--- src/rtl/req_pend_arb_pkg.sv ---
// Shared types and helpers for the request-pending arbiter: FSM states, one-hot decode, popcount.
// Pure declarations; no timing or backpressure of its own.
package req_pend_arb_pkg;

  localparam int IDX_W = 3;
  localparam int REQ_N = 1 << IDX_W;
  localparam int CNT_W = 8;
  localparam int PC_W  = $clog2(REQ_N + 1);

  typedef enum logic {
    IDLE  = 1'b0,
    OFFER = 1'b1
  } state_t;

  function automatic logic [REQ_N-1:0] onehot(input logic [IDX_W-1:0] idx);
    logic [REQ_N-1:0] v;
    v      = '0;
    v[idx] = 1'b1;
    return v;
  endfunction

  function automatic logic [PC_W-1:0] popcount(input logic [REQ_N-1:0] v);
    logic [PC_W-1:0] c;
    c = '0;
    for (int i = 0; i < REQ_N; i++) begin
      c = c + PC_W'(v[i]);
    end
    return c;
  endfunction

endpackage

--- src/rtl/req_pend_arb_prio_idx_enc.sv ---
// Priority index encoder: highest set bit of elig wins; combinational, zero latency.
// No backpressure; any_o low means sel is meaningless (driven to 0).
module prio_idx_enc #(
  parameter int N = 3,
  parameter int M = 1 << N
) (
  input  logic [M-1:0] elig,
  output logic [N-1:0] sel,
  output logic         any_o
);

  always_comb begin
    sel = '0;
    // Ascending scan so the last hit, i.e. the highest index, is what remains.
    for (int i = 0; i < M; i++) begin
      if (elig[i]) begin
        sel = N'(i);
      end
    end
  end

  assign any_o = |elig;

endmodule

--- src/rtl/req_pend_arb.sv ---
// Sticky request capture, masked highest-index grant on valid/ready, coalesce counter; req->valid 2 cycles.
// out_idx is held while out_ready is low; IDLE is visited between grants so at most one grant per 2 cycles.
module req_pend_arb
  import req_pend_arb_pkg::*;
#(
  parameter int N  = IDX_W,
  parameter int M  = 1 << N,
  parameter int CW = CNT_W
) (
  input  logic          clk,
  input  logic          rst_n,
  input  logic [M-1:0]  req_i,
  input  logic [M-1:0]  mask_i,
  output logic          out_valid,
  input  logic          out_ready,
  output logic [N-1:0]  out_idx,
  output logic [M-1:0]  pending_o,
  output logic [CW-1:0] coal_cnt_o
);

  state_t          state;
  state_t          state_nxt;
  logic            valid_nxt;
  logic [N-1:0]    idx_nxt;
  logic [M-1:0]    elig;
  logic [N-1:0]    sel;
  logic            any_elig;
  logic            hs;
  logic [M-1:0]    clr;
  logic [M-1:0]    pending_nxt;
  logic [PC_W-1:0] coal_add;
  logic [CW:0]     cnt_sum;
  logic [CW-1:0]   cnt_nxt;

  // Selection looks only at the registered pending vector, never at req_i directly.
  assign elig = pending_o & ~mask_i;

  prio_idx_enc #(
    .N (N),
    .M (M)
  ) u_enc (
    .elig  (elig),
    .sel   (sel),
    .any_o (any_elig)
  );

  assign hs  = out_valid & out_ready;
  assign clr = hs ? onehot(out_idx) : '0;

  // Set wins over clear: a fresh request on the serviced bit keeps it pending.
  assign pending_nxt = (pending_o & ~clr) | req_i;

  assign coal_add = popcount(req_i & pending_o & ~clr);
  assign cnt_sum  = {1'b0, coal_cnt_o} + (CW+1)'(coal_add);
  assign cnt_nxt  = cnt_sum[CW] ? {CW{1'b1}} : cnt_sum[CW-1:0];

  always_comb begin
    state_nxt = state;
    valid_nxt = out_valid;
    idx_nxt   = out_idx;
    case (state)
      IDLE: begin
        valid_nxt = 1'b0;
        if (any_elig) begin
          state_nxt = OFFER;
          valid_nxt = 1'b1;
          idx_nxt   = sel;
        end
      end
      OFFER: begin
        valid_nxt = 1'b1;
        if (out_ready) begin
          state_nxt = IDLE;
          valid_nxt = 1'b0;
        end
      end
      default: begin
        state_nxt = IDLE;
        valid_nxt = 1'b0;
      end
    endcase
  end

  always_ff @(posedge clk or negedge rst_n) begin
    if (!rst_n) begin
      state      <= IDLE;
      out_valid  <= 1'b0;
      out_idx    <= '0;
      pending_o  <= '0;
      coal_cnt_o <= '0;
    end else begin
      state      <= state_nxt;
      out_valid  <= valid_nxt;
      out_idx    <= idx_nxt;
      pending_o  <= pending_nxt;
      coal_cnt_o <= cnt_nxt;
    end
  end

endmodule

--- config.mk ---
export PLATFORM = sky130hd
export DESIGN_NAME = req_pend_arb
export DESIGN_NICKNAME = d
export VERILOG_FILES = /design/src/rtl/req_pend_arb_pkg.sv /design/src/rtl/req_pend_arb_prio_idx_enc.sv /design/src/rtl/req_pend_arb.sv
export SDC_FILE = /design/constraint.sdc
export NUM_CORES = 1
export LEC_CHECK = 0
export CAP_MARGIN = 15
export CORE_ASPECT_RATIO = 1.1
export CORE_MARGIN = 5
export CORE_UTILIZATION = 40
export DETAILED_ROUTE_END_ITERATION = 16
export PLACE_DENSITY = 0.71
export SETUP_SLACK_MARGIN = 0.3
export SLEW_MARGIN = 20
export SYNTH_ARGS = -nofsm -noshare
export SYNTH_HDL_FRONTEND = slang
export SYNTH_HIERARCHICAL = 1
export SYNTH_SLANG_ARGS = --single-unit
--- constraint.sdc ---
create_clock -name clk -period 10.1 [get_ports clk]
set_input_delay 2.02 -clock clk [delete_from_list [all_inputs] [get_ports clk]]
set_output_delay 2.02 -clock clk [all_outputs]
set_load 0.01 [all_outputs]
==> metrics.md <==
| Metric | Value |
|---|---|
| R2R depth | `14` |
| Cts hold-fix bufs | `0` |
| Clock Power Share | `9.1%` |
| Yosys reg bits | `20` |
| Share of layout cells above drive strength 1 | `7.83%` |
| Average size of a mapped cell | `9.73 sq um` |
| Largest cells by area after synthesis | `dfrtp_1 41%, fa_1 8.3%, ha_1 6.2%` |
| Pwr Density | `310 mW/mm^2` |
| Critical path class | `in -> reg` |
| Routed vias/inst | `5.09` |
| Fmax | `155 MHz` |
| Sequential area share after synthesis | `41.5%` |
| Status | `finished, final reports clean` |
| Period utilization | `63.8%` |
| Sw Ratio | `41.0%` |
| Reg power frac | `26.7%` |
| Top cell by count, worst path | `fa_1` |
| Root Buffer Master | `clkbuf_4` |
| Total GRT Usage | `14.8%` |
| Largest net degree at the start of global routing | `21` |
| Hold_ws | `0.557 ns` |
| Ys flop type | `dfrtp_1` |
| CTS H-Tree Depth | `1` |
| Slew headroom | `38.8%` |
| CTS Buffer Depth | `2` |
| Via count | `1018` |
| Inst Count DP | `196` |
| Reg clk slew, reported paths | `0.12 ns` |
| Core ar. | `0.00297 sq mm` |
| Total Wirelength | `2.93 mm` |
| Min-delay worst type | `reg -> reg` |
| Initial Util | `40.6%` |
| Area grow syn2layout | `38.1%` |
| Slew @ Worst Pin | `0.916 ns` |
| Launching point of the worst reg2reg path | `out_idx[0]` |
| Syn_nets | `154` |
| Worst reg-to-reg setup slack | `5.47 ns` |
| CP peak stage delay | `0.53 ns` |
| Latest clock arrival within the worst-skew pair | `0.30 ns` |
| Async SR Flop Fraction | `100%` |
| Drt wl/cell | `14.7 microns` |
| PostCTS Resize Cnt | `0` |
| Layout Nets | `197` |
| Number of synthesized flops with an enable pin | `0` |
| Cell Area, Synth | `0.00121 sq mm` |
| Setup crit end kind | `flip-flop` |
| CP cell instances | `clkdlybuf4s50_1 > inv_1 > or3_1 > o21ai_1 > nor2_1 > fa_1 > inv_1 > fa_1 > inv_1 > fa_1 > fa_1 > fa_1 > a21o_1 > a21oi_2 > nor2_1 > mux2_4` |
| Gate Count Post-Synth | `124` |
| Leak | `0.706 nW` |
| GPL Wtd Cong | `0.802` |
| Ant diodes | `0` |
| Total gr overflow | `0` |
| TritonRoute pass-1 iters | `4` |
| Synth area leader | `dfrtp_1` |
| IO Count | `39` |
| CP startpoint kind | `input pin` |
| Max_cap viols | `0` |
| Number of buffers created by CTS | `3` |
| CP arrival | `6.64 ns` |
| Final WS setup | `3.66 ns` |
| Setup bufs post-CTS | `0` |
| Maximum vdd drop | `0.000295 V` |
| Row count | `21` |
| Post-placement setup slack | `3.30 ns` |
| Final hold vios | `0` |
| Non-filler instance count after layout | `200` |
| CTS tree | `done` |
| Internal Power | `0.000304 W` |
| Comb pwr share | `64.2%` |
| Leading cell type in the layout, fill and taps excluded | `clkdlybuf4s50_1` |
| Port bufs | `38` |
| Clk_skew | `0.00915 ns` |
| Highest-delay cell along the critical path | `clkdlybuf4s50_1` |
| Final Max Tran Viols | `0` |
| Die Span Y | `67.6 microns` |
| Worst-path maximum fanout | `5` |
| Commonest cells after routing, fill and taps aside | `38 x clkdlybuf4s50_1, 20 x dfrtp_1, 13 x inv_1, 11 x nor2_1, 10 x nand2_1` |
| Startpoint of the worst hold path | `pending_o[0]` |
| Vias in the first global route | `1067` |
| Setup_tns | `0 ns` |
| Synth cell types | `30` |
| RSZ-0062 raised after global routing | `no` |
| WP data required | `10.30 ns` |
| NetSw | `0.000211 W` |
| WP buf/inv | `4` |
| Worst Hold End | `pending_o[0]` |
| HPWL Detailed | `2.41 mm` |
| TritonCTS sink count | `20` |
| Initial DRC Count | `41` |
| DRC viols | `0` |
| Die Wd | `62.4 microns` |
| Antenna-violating nets left | `0` |
| Hold depth | `2` |
| Synth warnings | `6` |
| Reg-to-Reg End | `coal_cnt_o[6]` |
| Fin crit period | `6.44 ns` |
| Die Area | `0.00421 sq mm` |
| # setup viols final | `0` |
| Global-route wire length before repair | `5.02 mm` |
| Crit path max-delay family | `adder cells` |
| Initial antenna violation count | `0` |
| Share of the synthesized area in the top cell type | `41.5%` |
==> tightest hold or removal path, stage by stage (launching register included) <==
cell and delay [ns]:
dfrtp_1 0.38, o21ai_1 0.09, nand2_1 0.07
==> state kept, by name, indices dropped and copies added, names as in the netlist <==
signal and flops:
state 1, pending_o 8, out_idx 3, coal_cnt_o 8
==> power by group through the flow <==
| stage | clock (W) | sequential, W | combinational, W |
|---|---|---|---|
| 3_3_place_gp | 0 | 0.000138 | 0.000322 |
| 5_1_grt | 0.0000530 | 0.000142 | 0.000376 |
| 6_report | 0.0000469 | 0.000138 | 0.000331 |
| 4_1_cts | 0.0000478 | 0.000138 | 0.000337 |
| 2_1_floorplan | 0 | 0.000146 | 0.000209 |
| 3_5_place_dp | 0 | 0.000139 | 0.000332 |
==> how the worst max path moves through the flow <==
stage | cells after the start | to | slack [ns] | start
2_1_floorplan | 15 | coal_cnt_o[6] | 4.12 | out_ready
3_3_place_gp | 16 | coal_cnt_o[6] | 3.46 | out_ready
3_5_place_dp | 16 | coal_cnt_o[6] | 3.30 | out_ready
4_1_cts | 16 | coal_cnt_o[6] | 3.64 | out_ready
5_1_grt | 16 | coal_cnt_o[6] | 3.40 | out_ready
6_report | 16 | coal_cnt_o[6] | 3.66 | out_ready
==> kinds of logic after synthesis <==
family	Yosys count	share of synthesized area (%)
xor gates and xnor gates	1	0.726
AOI/OAI and AO/OA	25	13.5
buffers and inverters	14	4.36
and+or+nand+nor	49	21.4
muxes	4	4.05
adders and majority gates	11	14.5
DFF	20	41.5
==> Yosys cell counts (all sizes together), types with 3 or more instances <==
cell    count
o21ai      10
nand2      10
inv        14
ha          6
nand2b      7
nor2       11
nor2b       9
a21oi       5
nand3b      3
dfrtp      20
nor3        3
fa          5
mux2        4
==> routing by layer <==
metal,vias to the layer above,part of all wire (%),track usage (%)
li1,505,-,-
met1,478,43,17.2
met2,35,51,27.6
met3,0,5.7,3.49
met4,0,0,3.98
met5,-,0,0
==> stage by stage <==
step	power [W]	util [%]	cell area (sq um)
after global placement	0.000461	54.9	1630
after global routing	0.000571	56.1	1670
after detailed placement	0.000471	54.9	1630
after floorplan	0.000356	-	1210
after CTS	0.000522	56.1	1670
final	0.000516	56.1	1670
==> area by class of cell <==
cell class,count,area (sq um)
clock buffer,4,36.3
sequential,20,500
tap,34,42.5
timing repair buffer,38,380
inverter,14,52.6
fill,274,1300
multi-input combinational,90,653
Note: power is estimated with default switching activity, not from simulation.
==> patch 1 (same settings) <==
`CNT_W`: 8 -> 12.
--- a/src/rtl/req_pend_arb_pkg.sv
+++ b/src/rtl/req_pend_arb_pkg.sv
@@ -6,3 +6,3 @@
   localparam int REQ_N = 1 << IDX_W;
-  localparam int CNT_W = 8;
+  localparam int CNT_W = 12;
   localparam int PC_W  = $clog2(REQ_N + 1);
Ports: changed (resized coal_cnt_o); port bits go from 39 to 43. No check against the original RTL was run, so the function may have changed too.
==> patch 1 against the unedited design <==
Worst setup slack better by 0.016 ns. Global-route usage up 0.52 points. Final area up 18%. Via count up 18%. Sequential cell count up 4. Routed wire length up 11%. Synthesized area up 19%. Total power up 18%. Highest routed layer is now met4.
==> patch 1: results (changes against the unedited design) <==
[placed_design]
dp_hpwl_um = 2700  ; +12%
placed_cell_area_um2 = 1920  ; +18%

[cells_and_area]
nNonClkInverters = 13  ; -1
fin_nets = 222  ; +13%
multi_input_area_share_pct = 40.0  ; +0.81 points
n_clock_buffer = 3  ; -1
fillers = 332  ; +21%
multi_input_gates = 108  ; +20%

[yosys]
synth_compound_area_share_pct = 12.8  ; -0.67 points
synth.area.top_cells = dfrtp_1 42%, mux2_2 7.1%, fa_1 7.0%
synth-xor-area-share_pct = 1.22  ; +0.49 points
synth_fa_ha_area_share_pct = 12.2  ; -2.3 points
synthMuxAreaShare_pct = 7.76  ; +3.7 points
ys_top_cells_by_count = 24 x dfrtp_1, 16 x nand2_1, 15 x nor2_1, 12 x inv_1, 10 x o21ai_0

[power]
seq_power_share_pct = 27.0  ; +0.3 points
pg_comb_mw = 0.375  ; +13%
p_int_mw = 0.368  ; +21%
vdd_drop_max_mv = 0.205  ; -31%

[detailed_routing]
wirelength_met1_um = 1340  ; +6.3%
dr.max_layer_used = met4
dr_wl_met3_um = 238  ; +43%
wl_per_cell_um = 13.7  ; -6.9%

[hold_path]
hold_depth = 1  ; -1

[grt]
use_met3_pct = 3.39  ; -0.10 points
track_usage_pct = 15.4  ; +0.52 points
grt_use_met2_pct = 26.9  ; -0.73 points

[critical_path]
slowest_stage = fa_1

[timing]
maxSlewHeadroom_pct = 65.3  ; +27 points

[outcome]
status = completed

==> patch 1: cell types whose count changed in the layout (fill, tap and decap cells not counted), sizes merged, moves of 2 or more <==
cell	delta
clkdlybuf4s50	+3
mux2	+5
nor2	+4
dfrtp	+4
a211oi	+3
a31oi	-2
a21oi	-2
nand2	+6
o31ai	+2
nor3	-3
==> patch 1: path summary, 6_finish.rpt <==
| kind | end | slack, ns |
|---|---|---|
| hold reg to reg | out_idx[0] | 0.57 |
| min in group asynchronous | coal_cnt_o[4] | 1.66 |
| max in group asynchronous | coal_cnt_o[0] | 8.09 |
| setup reg to reg | coal_cnt_o[10] | 5.39 |
| setup / recovery | coal_cnt_o[10] | 3.67 |
| hold / removal | out_idx[0] | 0.57 |
==> patch 1: metrics by stage <==
stage | total power [mW] | std cells
after floorplan | 0.414 | 145
after global placement | 0.533 | 235
after detailed placement | 0.542 | 235
after CTS | 0.617 | 239
after global routing | 0.671 | 239
final | 0.608 | 239
==> patch 2 (config.mk and constraints unchanged) <==
Without the edit above. Reset style: synchronous (`rst_n`), changed in one clocked block.
--- a/src/rtl/req_pend_arb.sv
+++ b/src/rtl/req_pend_arb.sv
@@ -83,3 +83,3 @@
 
-  always_ff @(posedge clk or negedge rst_n) begin
+  always_ff @(posedge clk) begin
     if (!rst_n) begin
Formal check against the unedited RTL: differs if rst_n is asserted again (counterexample within 4 cycles, from zero or initial values and one cycle with rst_n low); with rst_n held inactive, the same outputs for 10 cycles.
==> patch 2 against the unedited design <==
Sequential cell count is the same. Synthesized area grew 0.21%. Routed wire length decreased by 1.9%. Final area fell by 0.30%. Worst setup slack improved by 0.087 ns. Count of clock-buffer cells in the layout unchanged. Critical endpoint is now coal_cnt_o[7]. Highest routed layer is now met4.
Power is not compared: it rests on default switching activity, and its combinational part moved more than twofold at a synthesized area within 25%.
==> patch 2: results (changes against the unedited design) <==
[outcome]
status = completed

[placed_design]
pre_cts_slack_ns = 3.44  ; +0.140 ns
gp_congestion = 0.832  ; +3.7%
dp_hpwl_um = 2330  ; -3.4%

[yosys]
async_reset_ff_share_pct = 0  ; -100 points
synth_fa_ha_area_share_pct = 14.5  ; -0.030 points
yosysSeqAreaShare_pct = 33.1  ; -8.4 points
synth-xor-area-share_pct = 1.45  ; +0.72 points
synth.area.top_cells = dfxtp_1 33%, o21a_1 12%, fa_1 8.3%
ys_top_cells_by_count = 20 x dfxtp_1, 19 x o21a_1, 13 x nor2b_1
synthMuxAreaShare_pct = 4.14  ; +0.095 points
synth_nets = 154  ; unchanged
yosys.cell_types.count = 35  ; +17%

[cells_and_area]
fin_nets = 195  ; -1.0%
drive_gt1_share_pct = 5.49  ; -2.3 points

[grt]
grt_max_degree = 25  ; +19%
use_met3_pct = 4.83  ; +1.3 points
use_met1_pct = 17.9  ; +0.70 points
track_usage_pct = 15.5  ; +0.62 points
grt_use_met2_pct = 27.5  ; -0.13 points

[hold_path]
hold_end = coal_cnt_o[6]
holdCritStartpoint = coal_cnt_o[6]

[critical_path]
reg2reg_slack_ns = 5.54  ; +0.07 ns
critical_path_arrival_ns = 6.55  ; -0.09 ns
r2r-end = coal_cnt_o[7]
slowest_stage = fa_1
r2r_start = state

[detailed_routing]
drt_iter0_drc = 44  ; +7.3%
drt-total-wl_um = 2880  ; -1.9%
vias = 1067  ; +4.8%
wl_met2_um = 1410  ; -6.3%
dr_wl_met3_um = 189  ; +13%
wirelength_met1_um = 1250  ; -0.56%

[timing]
whs_ns = 0.551  ; -0.00592 ns
maxSlewHeadroom_pct = 46.1  ; +7.4 points

[clock_network]
cts_max_level = 1  ; unchanged

patch 2: worst max-delay path by stage:
stage,cells past startpoint,to,slack (ns)
detailed placement,15,coal_cnt_o[7],3.44
global placement,15,coal_cnt_o[5],3.51
global route,15,coal_cnt_o[7],3.48
CTS,15,coal_cnt_o[7],3.75
floorplan,14,coal_cnt_o[5],4.14
finish,15,coal_cnt_o[7],3.74
patch 2: tightest hold or removal path: stages, from the launching register on:
cell and delay (ns):
dfxtp_1 0.38, nand2_1 0.08, mux2i_1 0.06
patch 2: stage by stage:
stage	power [mW]	cell area (um2)	cells
floorplan	0.164	1210	124
global route	0.274	1660	198
global placement	0.207	1620	194
detailed placement	0.209	1620	194
CTS	0.258	1660	198
finish	0.253	1660	198
patch 2: layout make-up:
cell class / instances / area [um2] / share of cell area, %
clock buffer: 4 / 36.3 / 2.19
inverter: 6 / 22.5 / 1.36
multi-input combinational: 96 / 778 / 46.9
sequential: 20 / 400 / 24.1
tap: 34 / 42.5 / 2.56
timing repair buffer: 38 / 380 / 22.9
